`config.mk`:
```
export PLATFORM = sky130hd
export DESIGN_NAME = hazard_stall_unit
export DESIGN_NICKNAME = d
export VERILOG_FILES = /design/src/rtl/hazard_stall_unit_pkg.sv /design/src/rtl/hazard_stall_unit_md_busy_timer.sv /design/src/rtl/hazard_stall_unit.sv
export SDC_FILE = /design/constraint.sdc
export NUM_CORES = 1
export LEC_CHECK = 0
export BUFFER_PORTS_ARGS = -buffer_cell sky130_fd_sc_hd__buf_2
export CAP_MARGIN = 20
export CELL_PAD_IN_SITES_DETAIL_PLACEMENT = 0
export CELL_PAD_IN_SITES_GLOBAL_PLACEMENT = 1
export CORE_UTILIZATION = 28
export CTS_CLUSTER_DIAMETER = 40
export CTS_CLUSTER_SIZE = 10
export DETAILED_ROUTE_END_ITERATION = 10
export PLACE_DENSITY = 0.8
export SLEW_MARGIN = 15
export SYNTH_ARGS = -nofsm -noshare
export SYNTH_HDL_FRONTEND = slang
export SYNTH_SLANG_ARGS = --single-unit
```
`constraint.sdc`:
```
create_clock -name clk -period 2.1 [get_ports clk]
set_clock_uncertainty 0.2 [all_clocks]
set_input_delay 0.21 -clock clk [delete_from_list [all_inputs] [get_ports clk]]
set_output_delay 0.21 -clock clk [all_outputs]
set_load 0.01 [all_outputs]
```
`src/rtl/hazard_stall_unit_pkg.sv`:
```
// ============================================================================
// Module   : hazard_stall_unit_pkg
// Purpose  : Shared FSM encodings, constants and the ID-source match helper
//            used by the hazard/stall controller.
// Revision : 1.0  initial release
// ============================================================================
`default_nettype none

package hazard_stall_unit_pkg;

    typedef enum logic [1:0] {
        RUN     = 2'b00,
        MD_BUSY = 2'b01,
        IRQ     = 2'b10
    } state_e;

    localparam logic [4:0] REG_ZERO = 5'd0;

    // True when the ID instruction sources register a; $zero never creates a dependency.
    function automatic logic reg_match(
        input logic [4:0] a,
        input logic [4:0] rs,
        input logic [4:0] rt,
        input logic       rt_used
    );
        return (a != REG_ZERO) && ((a == rs) || ((a == rt) && rt_used));
    endfunction

endpackage

`default_nettype wire

```
`src/rtl/hazard_stall_unit_md_busy_timer.sv`:
```
// ============================================================================
// Module   : hazard_stall_unit_md_busy_timer
// Purpose  : Mult/div occupancy down-counter; loads MD_CYCLES-1 on issue and
//            flags the final busy cycle.
// Revision : 1.0  initial release
// ============================================================================
`default_nettype none

module hazard_stall_unit_md_busy_timer
    import hazard_stall_unit_pkg::*;
#(
    parameter int MD_CYCLES = 8
) (
    input  logic clk,
    input  logic i_reset,
    input  logic i_load,
    output logic o_last
);

    localparam int            c_cnt_w = (MD_CYCLES > 2) ? $clog2(MD_CYCLES) : 1;
    localparam logic [c_cnt_w-1:0] c_load = c_cnt_w'(MD_CYCLES - 1);

    logic [c_cnt_w-1:0] md_cnt_q;
    logic [c_cnt_w-1:0] md_cnt_d;

    always_comb begin
        md_cnt_d = md_cnt_q;
        if (i_load) begin
            md_cnt_d = c_load;
        end else if (md_cnt_q != '0) begin
            md_cnt_d = md_cnt_q - c_cnt_w'(1);
        end
    end

    always_ff @(posedge clk) begin
        if (!i_reset) begin
            md_cnt_q <= '0;
        end else begin
            md_cnt_q <= md_cnt_d;
        end
    end

    assign o_last = (md_cnt_q == c_cnt_w'(1));

endmodule

`default_nettype wire

```
`src/rtl/hazard_stall_unit.sv`:
```
// ============================================================================
// Module   : hazard_stall_unit
// Purpose  : ID-stage hazard controller: load-use, branch-in-ID and mult/div
//            stalls, taken-branch squash and interrupt entry sequencing.
//            Optional STALL_COUNTER_EN adds stall_cnt / irq_cnt outputs.
// Revision : 1.0  initial release
// ============================================================================
`default_nettype none

module hazard_stall_unit
    import hazard_stall_unit_pkg::*;
#(
    parameter int MD_CYCLES = 8,
    parameter int CNT_W     = 32
) (
    input  logic       clk,
    input  logic       reset,
    input  logic       intterupt,
    input  logic [4:0] rsaddr_id,
    input  logic [4:0] rtaddr_id,
    input  logic       rt_used_id,
    input  logic       branch_id,
    input  logic       taken_id,
    input  logic       MemReadEX,
    input  logic       RegWriteEX,
    input  logic [4:0] regwriteaddrEX,
    input  logic       MemReadMEM,
    input  logic [4:0] regwriteaddrMEM,
    input  logic       md_start_id,
    input  logic       hilo_rd_id,
    output logic       PCWrite,
    output logic       IFIDWrite,
    output logic       IFIDFlush,
    output logic       IDEXFlush,
    output logic       irq_ack,
    output logic       md_busy
`ifdef STALL_COUNTER_EN
    ,
    output logic [CNT_W-1:0] stall_cnt,
    output logic [CNT_W-1:0] irq_cnt
`endif
);

    if (MD_CYCLES < 2 || CNT_W < 1) begin : g_param_check
        $error("hazard_stall_unit: MD_CYCLES must be >= 2 and CNT_W >= 1");
    end

    state_e state_q, state_d;
    logic   irq_pend_q, irq_pend_d;
    logic   w_match_ex, w_match_mem;
    logic   w_ld_use, w_br_haz, w_md_haz, w_hazard, w_stall;
    logic   w_md_load, w_md_last;

    assign w_match_ex  = reg_match(regwriteaddrEX,  rsaddr_id, rtaddr_id, rt_used_id);
    assign w_match_mem = reg_match(regwriteaddrMEM, rsaddr_id, rtaddr_id, rt_used_id);

    assign w_ld_use = MemReadEX & w_match_ex;
    assign w_br_haz = branch_id & ((RegWriteEX & w_match_ex) | (MemReadMEM & w_match_mem));
    assign w_md_haz = (state_q == MD_BUSY) & (hilo_rd_id | md_start_id);
    assign w_hazard = w_ld_use | w_br_haz | w_md_haz;
    // The ID instruction is squashed during interrupt entry, so it cannot hold the pipe.
    assign w_stall  = w_hazard & (state_q != IRQ);

    always_comb begin
        state_d    = state_q;
        irq_pend_d = irq_pend_q | intterupt;
        w_md_load  = 1'b0;
        case (state_q)
            RUN: begin
                if (!w_stall) begin
                    if (md_start_id) begin
                        state_d   = MD_BUSY;
                        w_md_load = 1'b1;
                    end else if (irq_pend_q && !taken_id) begin
                        state_d = IRQ;
                    end
                end
            end
            MD_BUSY: begin
                if (w_md_last) begin
                    state_d = RUN;
                end
            end
            IRQ: begin
                state_d    = RUN;
                irq_pend_d = 1'b0;
            end
            default: state_d = RUN;
        endcase
    end

    always_ff @(posedge clk) begin
        if (!reset) begin
            state_q    <= RUN;
            irq_pend_q <= 1'b0;
        end else begin
            state_q    <= state_d;
            irq_pend_q <= irq_pend_d;
        end
    end

    hazard_stall_unit_md_busy_timer #(
        .MD_CYCLES (MD_CYCLES)
    ) u_md_busy_timer (
        .clk     (clk),
        .i_reset (reset),
        .i_load  (w_md_load),
        .o_last  (w_md_last)
    );

    always_comb begin
        PCWrite   = 1'b1;
        IFIDWrite = 1'b1;
        IFIDFlush = taken_id;
        IDEXFlush = 1'b0;
        if (!reset) begin
            PCWrite   = 1'b0;
            IFIDWrite = 1'b0;
            IFIDFlush = 1'b1;
            IDEXFlush = 1'b1;
        end else if (state_q == IRQ) begin
            IFIDFlush = 1'b1;
            IDEXFlush = 1'b1;
        end else if (w_stall) begin
            PCWrite   = 1'b0;
            IFIDWrite = 1'b0;
            IFIDFlush = 1'b0;
            IDEXFlush = 1'b1;
        end
    end

    assign irq_ack = reset & (state_q == IRQ);
    assign md_busy = reset & (state_q == MD_BUSY);

`ifdef STALL_COUNTER_EN
    logic [CNT_W-1:0] stall_cnt_q, stall_cnt_d;
    logic [CNT_W-1:0] irq_cnt_q, irq_cnt_d;

    always_comb begin
        stall_cnt_d = stall_cnt_q + CNT_W'(w_stall);
        irq_cnt_d   = irq_cnt_q + CNT_W'(state_q == IRQ);
    end

    always_ff @(posedge clk) begin
        if (!reset) begin
            stall_cnt_q <= '0;
            irq_cnt_q   <= '0;
        end else begin
            stall_cnt_q <= stall_cnt_d;
            irq_cnt_q   <= irq_cnt_d;
        end
    end

    assign stall_cnt = stall_cnt_q;
    assign irq_cnt   = irq_cnt_q;
`endif

endmodule

`default_nettype wire

```
# After elaboration in Yosys (flattened, before gate mapping)

Index checks and enable logic that the tools add are counted.

Add/sub/neg operators: 1
Reductions and logical operators: 15
Bitwise gates (word level): 14
Equal/unequal tests: 11
Muxes and demuxes: 19

Operators with widths:

| cell                                                                     | number |
|---|---|
| 5-bit equality test                                                      | 4 |
| 1-bit 2-to-1 mux                                                         | 12 |
| 5-bit nonzero test                                                       | 2 |
| 1-bit bitwise AND                                                        | 8 |
| 2-bit 2-to-1 mux                                                         | 4 |
| 3-bit 2-to-1 mux                                                         | 2 |
| 1-bit logical AND                                                        | 5 |
| 1-bit bitwise OR                                                         | 5 |
| 2-bit inequality test (second input constant)                            | 2 |
| 2-bit case mux with 2 select lines                                       | 1 |
| 3-bit by 1-bit equality test with 1-bit output (second input constant)   | 1 |
| 3-bit inequality test (second input constant)                            | 1 |
| 3-bit AND reduction                                                      | 1 |
| 3-bit nonzero test                                                       | 1 |
| 3-bit by 1-bit subtractor with 3-bit output (second input constant)      | 1 |
| 2-bit by 1-bit equality test with 1-bit output (second input constant)   | 1 |
| 2-bit equality test (second input constant)                              | 1 |
| 2-bit logical NOT                                                        | 1 |
| 1-bit logical OR                                                         | 2 |
| 2-bit by 1-bit inequality test with 1-bit output (second input constant) | 1 |
| 2-bit nonzero test                                                       | 1 |
| 2-bit OR reduction                                                       | 1 |
| 1-bit logical NOT                                                        | 1 |
| 1-bit inverter                                                           | 1 |

Bits of input ports: 31
Register bits after elaboration: 6
Word-level logic and storage cells: 63

# Logic depth before layout (Yosys ltp)

Depth in word-level cells: 13
Depth in mapped cells: 6
Gate-level depth less buffers: 6

# By module

Synthesis repeated with hierarchy kept, for this count alone.

Cell total of the unflattened synthesis: 77
Area total of the unflattened synthesis: 675.6 um^2

By module, submodules not included:

| module                          | area an instance (um^2) | cells an instance | instances |
|---|---|---|---|
| hazard_stall_unit               | 486.7                   | 57                | 1 |
| hazard_stall_unit_md_busy_timer | 188.9                   | 20                | 1 |

# Least setup slack after synthesis

No wires, ideal clock.

Path kind: input -> output
Start: input port regwriteaddrEX[4]
End: output port PCWrite
Arrival: 1535 ps
Path slack: 155 ps
Stages on the path: 6
Cell sequence: xor2_1 nor4_1 a32oi_1 o32ai_2 o21bai_1 buf_4

Cells in the longest elaborated chain, start to end: 13
Elaborated cells on any way between the ends: 16

Ends and longest elaborated chain:

| element                            | RTL line                    | text |
|---|---|---|
| start: declaration                 | hazard_stall_unit.sv:26     | `input logic [4:0] regwriteaddrEX,` |
| 5-bit equality test                | hazard_stall_unit_pkg.sv:26 | `return (a != REG_ZERO) && ((a == rs) \|\| ((a == rt) && rt_used));` |
| 1-bit logical AND                  | hazard_stall_unit_pkg.sv:26 |  |
| 1-bit logical OR                   | hazard_stall_unit_pkg.sv:26 |  |
| 1-bit logical AND (*)              | hazard_stall_unit_pkg.sv:26 |  |
| 1-bit bitwise AND                  | hazard_stall_unit.sv:58     | `assign w_br_haz = branch_id & ((RegWriteEX & w_match_ex) \| (MemReadMEM & w_match_mem));` |
| 1-bit bitwise OR                   | hazard_stall_unit.sv:58     |  |
| 1-bit bitwise AND                  | hazard_stall_unit.sv:58     |  |
| 1-bit bitwise OR (*) (2 in series) | hazard_stall_unit.sv:60     | `assign w_hazard = w_ld_use \| w_br_haz \| w_md_haz;` |
| 1-bit bitwise AND (*)              | hazard_stall_unit.sv:62     | `assign w_stall = w_hazard & (state_q != IRQ);` |
| 1-bit 2-to-1 mux (*) (3 in series) | n/a                         |  |
| end: declaration                   | hazard_stall_unit.sv:31     | `output logic PCWrite,` |

Mark *: on every way between the ends. The rest lies on a longest branch, timed or not.

# Worst setup path in the final report

Start: input port regwriteaddrMEM[3]
End: output port IDEXFlush

Cells in the longest elaborated chain, start to end: 13
Elaborated cells on any way between the ends: 15

Ends and longest elaborated chain:

| element                            | RTL line                    | text |
|---|---|---|
| start: declaration                 | hazard_stall_unit.sv:28     | `input logic [4:0] regwriteaddrMEM,` |
| 5-bit equality test                | hazard_stall_unit_pkg.sv:26 |  |
| 1-bit logical AND                  | hazard_stall_unit_pkg.sv:26 |  |
| 1-bit logical OR                   | hazard_stall_unit_pkg.sv:26 |  |
| 1-bit logical AND (*)              | hazard_stall_unit_pkg.sv:26 |  |
| 1-bit bitwise AND (*)              | hazard_stall_unit.sv:58     |  |
| 1-bit bitwise OR (*)               | hazard_stall_unit.sv:58     |  |
| 1-bit bitwise AND (*)              | hazard_stall_unit.sv:58     |  |
| 1-bit bitwise OR (*) (2 in series) | hazard_stall_unit.sv:60     |  |
| 1-bit bitwise AND (*)              | hazard_stall_unit.sv:62     |  |
| 1-bit 2-to-1 mux (*)               | hazard_stall_unit.sv:124    | `end else if (w_stall) begin` |
| 1-bit 2-to-1 mux (*)               | hazard_stall_unit.sv:121    | `end else if (state_q == IRQ) begin` |
| 1-bit 2-to-1 mux (*)               | hazard_stall_unit.sv:116    | `if (!reset) begin` |
| end: declaration                   | hazard_stall_unit.sv:34     | `output logic IDEXFlush,` |

Marked as above.

==> flow_summary.ini <==
[sta]
finalSetupViolCount = 0
timing.final.crit_share = 0.991
hold_violations = 0
rsz0062_at_grt = yes
max_slew_margin = 0.787
fmax_ghz = 0.481
worstMarginPinSlew_ns = 0.316
period_minus_slack_ns = 2.08
maxSlewViolCount = 0

[drt]
firstDrtPassIters = 3
wl_met1_um = 801
drtAntennaViolNets = 0
wl_met2_um = 923
num_vias = 693
drt_iter0_markers = 4
viasPerCell = 4.62
drc = 0
wl_per_cell_um = 12.3
routed.top_layer = met3
routed_wl_mm = 1.84
dr_wl_met3_um = 116

[finish]
fin_util = 0.490
drive_above_1_share = 0.431
layout_commonest_cell = buf_2
stdcell_area_um2 = 991
nets = 159
final_cell_mix = buf_2, xor2_1, nor2_1, nand2_1
antenna_cells = 0
syn_to_final_growth_pct = 59.0

[synthesis]
syn_avg_cell_area_um2 = 7.89
netlist-cell-type-count = 25
yosys_register_bits = 6
postSynthCellCount = 79
ys_seq_area_frac = 0.193
synth_nets = 113
yosysWarnings = 0
syn_area_um2 = 623

[die]
dieArea_um2 = 2420
core_um2 = 2020
initial_core_util = 0.308
die_width_um = 49.2
pin_count = 37
floorplan.rows = 16
die_y_um = 49.2

[critical_path]
critPathTopFamily = simple AND/OR/NAND/NOR gates
cp_cell_sequence = buf_6, or4_4, o211ai_2, o32ai_4, or3b_1, buf_2
crit_path_start_kind = input pin
critical_path.max_fanout = 3
cp_num_buf_inv = 2
critPathKind = in2out
cpPeakStageDelay_ns = 0.53
r2r_setup_slack_ns = 0.74
cp-startpoint = regwriteaddrMEM[3]
r2r_start = u_md_busy_timer.md_cnt_q[0]$_SDFFE_PN0P_
critPathCaptureType = primary output
crit_required_ns = 1.69
arrival_ns = 1.67
cp_slowest_cell = or4_4

[placement]
place.port_buffers = 36
dpl_cell_area_um2 = 856
gp_congestion = 0.807
hpwlAfterDp_mm = 1.37

[power_and_ir_drop]
p_leak_nw = 0.464
combPwrFrac = 0.532
power.density_nw_per_um2 = 600
p_sw_frac = 0.372
clkPwrFrac = 0.177
p_int_w = 0.000374
p_sw_w = 0.000221
seqPwrFrac = 0.291
ir_worst_vdd_mv = 0.532

[job]
max_cap_viol_count = 0

[global_route]
gr-total-overflow = 0
grt_max_degree = 10
grt_pass1_wl_mm = 2.93
grt_use_total = 0.158
grt_pass1_vias = 738
antenna_found_initial = 0

[worst_hold_path]
hold_class = in2reg
hp-start = taken_id

[clock_network]
root_buffer = clkbuf_4
cts.path.max_buffers = 2
cts_tree = built
clock_latency_ns = 0.24
cts_buffers = 3
clk_pin_slew_ns = 0.04
cts.htree.levels = 1
cts_sinks = 6

[run_status]
status = complete, no violations
## cell families after synthesis
kind of cell | Yosys count | share of synthesized area
buffers and inverters | 6 | 0.0422
xor gates and xnor gates | 21 | 0.295
muxes | 1 | 0.0181
and+or+nand+nor | 27 | 0.213
AOI/OAI and AO/OA | 15 | 0.179
DFF | 6 | 0.193
adders and majority gates | 3 | 0.0602
## power by group through the flow
stage | sequential, W | combinational [W] | clock, W
2_1_floorplan | 0.000168 | 0.000198 | 0
3_3_place_gp | 0.000173 | 0.000281 | 0
3_5_place_dp | 0.000175 | 0.000286 | 0
4_1_cts | 0.000173 | 0.000296 | 0.000111
5_1_grt | 0.000178 | 0.000357 | 0.000116
6_report | 0.000173 | 0.000317 | 0.000105
## registers in the layout (all words and copies together) (netlist names)
signal	count
irq_pend_q	1
state_q	2
u_md_busy_timer.md_cnt_q	3
## stage by stage
step | hold WS, ns | setup WS [ns] | instances | power (W) | TNS, ns
floorplan | 0.131 | 0.155 | 79 | 0.000367 | 0
global placement | 0.226 | 0.0211 | 144 | 0.000454 | 0
detailed placement | 0.235 | 0.00276 | 144 | 0.000461 | 0
CTS | 0.0166 | -0.000770 | 149 | 0.000580 | -0.000770
global route | 0.0555 | -0.0191 | 150 | 0.000651 | -0.0403
finish | 0.0234 | 0.0193 | 150 | 0.000595 | 0
## area by class of cell
cell class | instances | area (um2)
fillers | 218 | 1030
repair buffers | 43 | 280
inverters | 4 | 15.0
well taps | 27 | 33.8
clock buffers | 3 | 22.5
multi-input cells | 67 | 519
flip-flops and latches | 6 | 120
## layer usage
metal | vias to the layer above | track usage
met5 | - | 0
met4 | 0 | 0.0588
met3 | 0 | 0.0405
met2 | 28 | 0.276
met1 | 305 | 0.182
li1 | 360 | -
## path summary, 6_finish.rpt
kind	end	cells past startpoint
worst max-delay path	IDEXFlush	6
worst min-delay path	state_q[1]$_SDFFE_PN0P_	4
worst max register to register	u_md_busy_timer.md_cnt_q[2]$_SDFFE_PN0P_	5
worst min register to register	state_q[1]$_SDFFE_PN0P_	2
## repair_timing
| action | 4_1_cts | 5_1_grt |
|---|---|---|
| resized for setup | 3 | 13 |
| hold buffers | 1 | 0 |
| pin swaps | 3 | 8 |
| setup buffers | 1 | 1 |
| hold endpoints to repair | 1 | 0 |
| setup endpoints to repair | 1 | 4 |
## worst reg2reg max path: stages (launching register included)
cell,delay [ns]
dfxtp_1,0.31
inv_1,0.11
ha_1,0.16
mux2_2,0.33
nand2_1,0.06
o21ai_0,0.07
## cell usage after synthesis (all sizes together)
master  count  area [um2]
xor2       18         158
buf         1        7.51
nand2       7        26.3
o21bai      2        15.0
clkbuf      1        3.75
o21ai       6        30.0
nor3b       1        7.51
nor4        2        12.5
nor3        3        15.0
or3b        1        8.76
nand2b      1        6.26
a32oi       2        17.5
o32ai       1        16.3
mux2        1        11.3
inv         4        15.0
a21oi       1        5.00
dfxtp       6         120
nand3       1        5.00
ha          3        37.5
xnor2       3        26.3
or4         2        15.0
and3        1        6.26
o211ai      3        27.5
nor2        8        30.0
(Power assumes the default switching activity.)
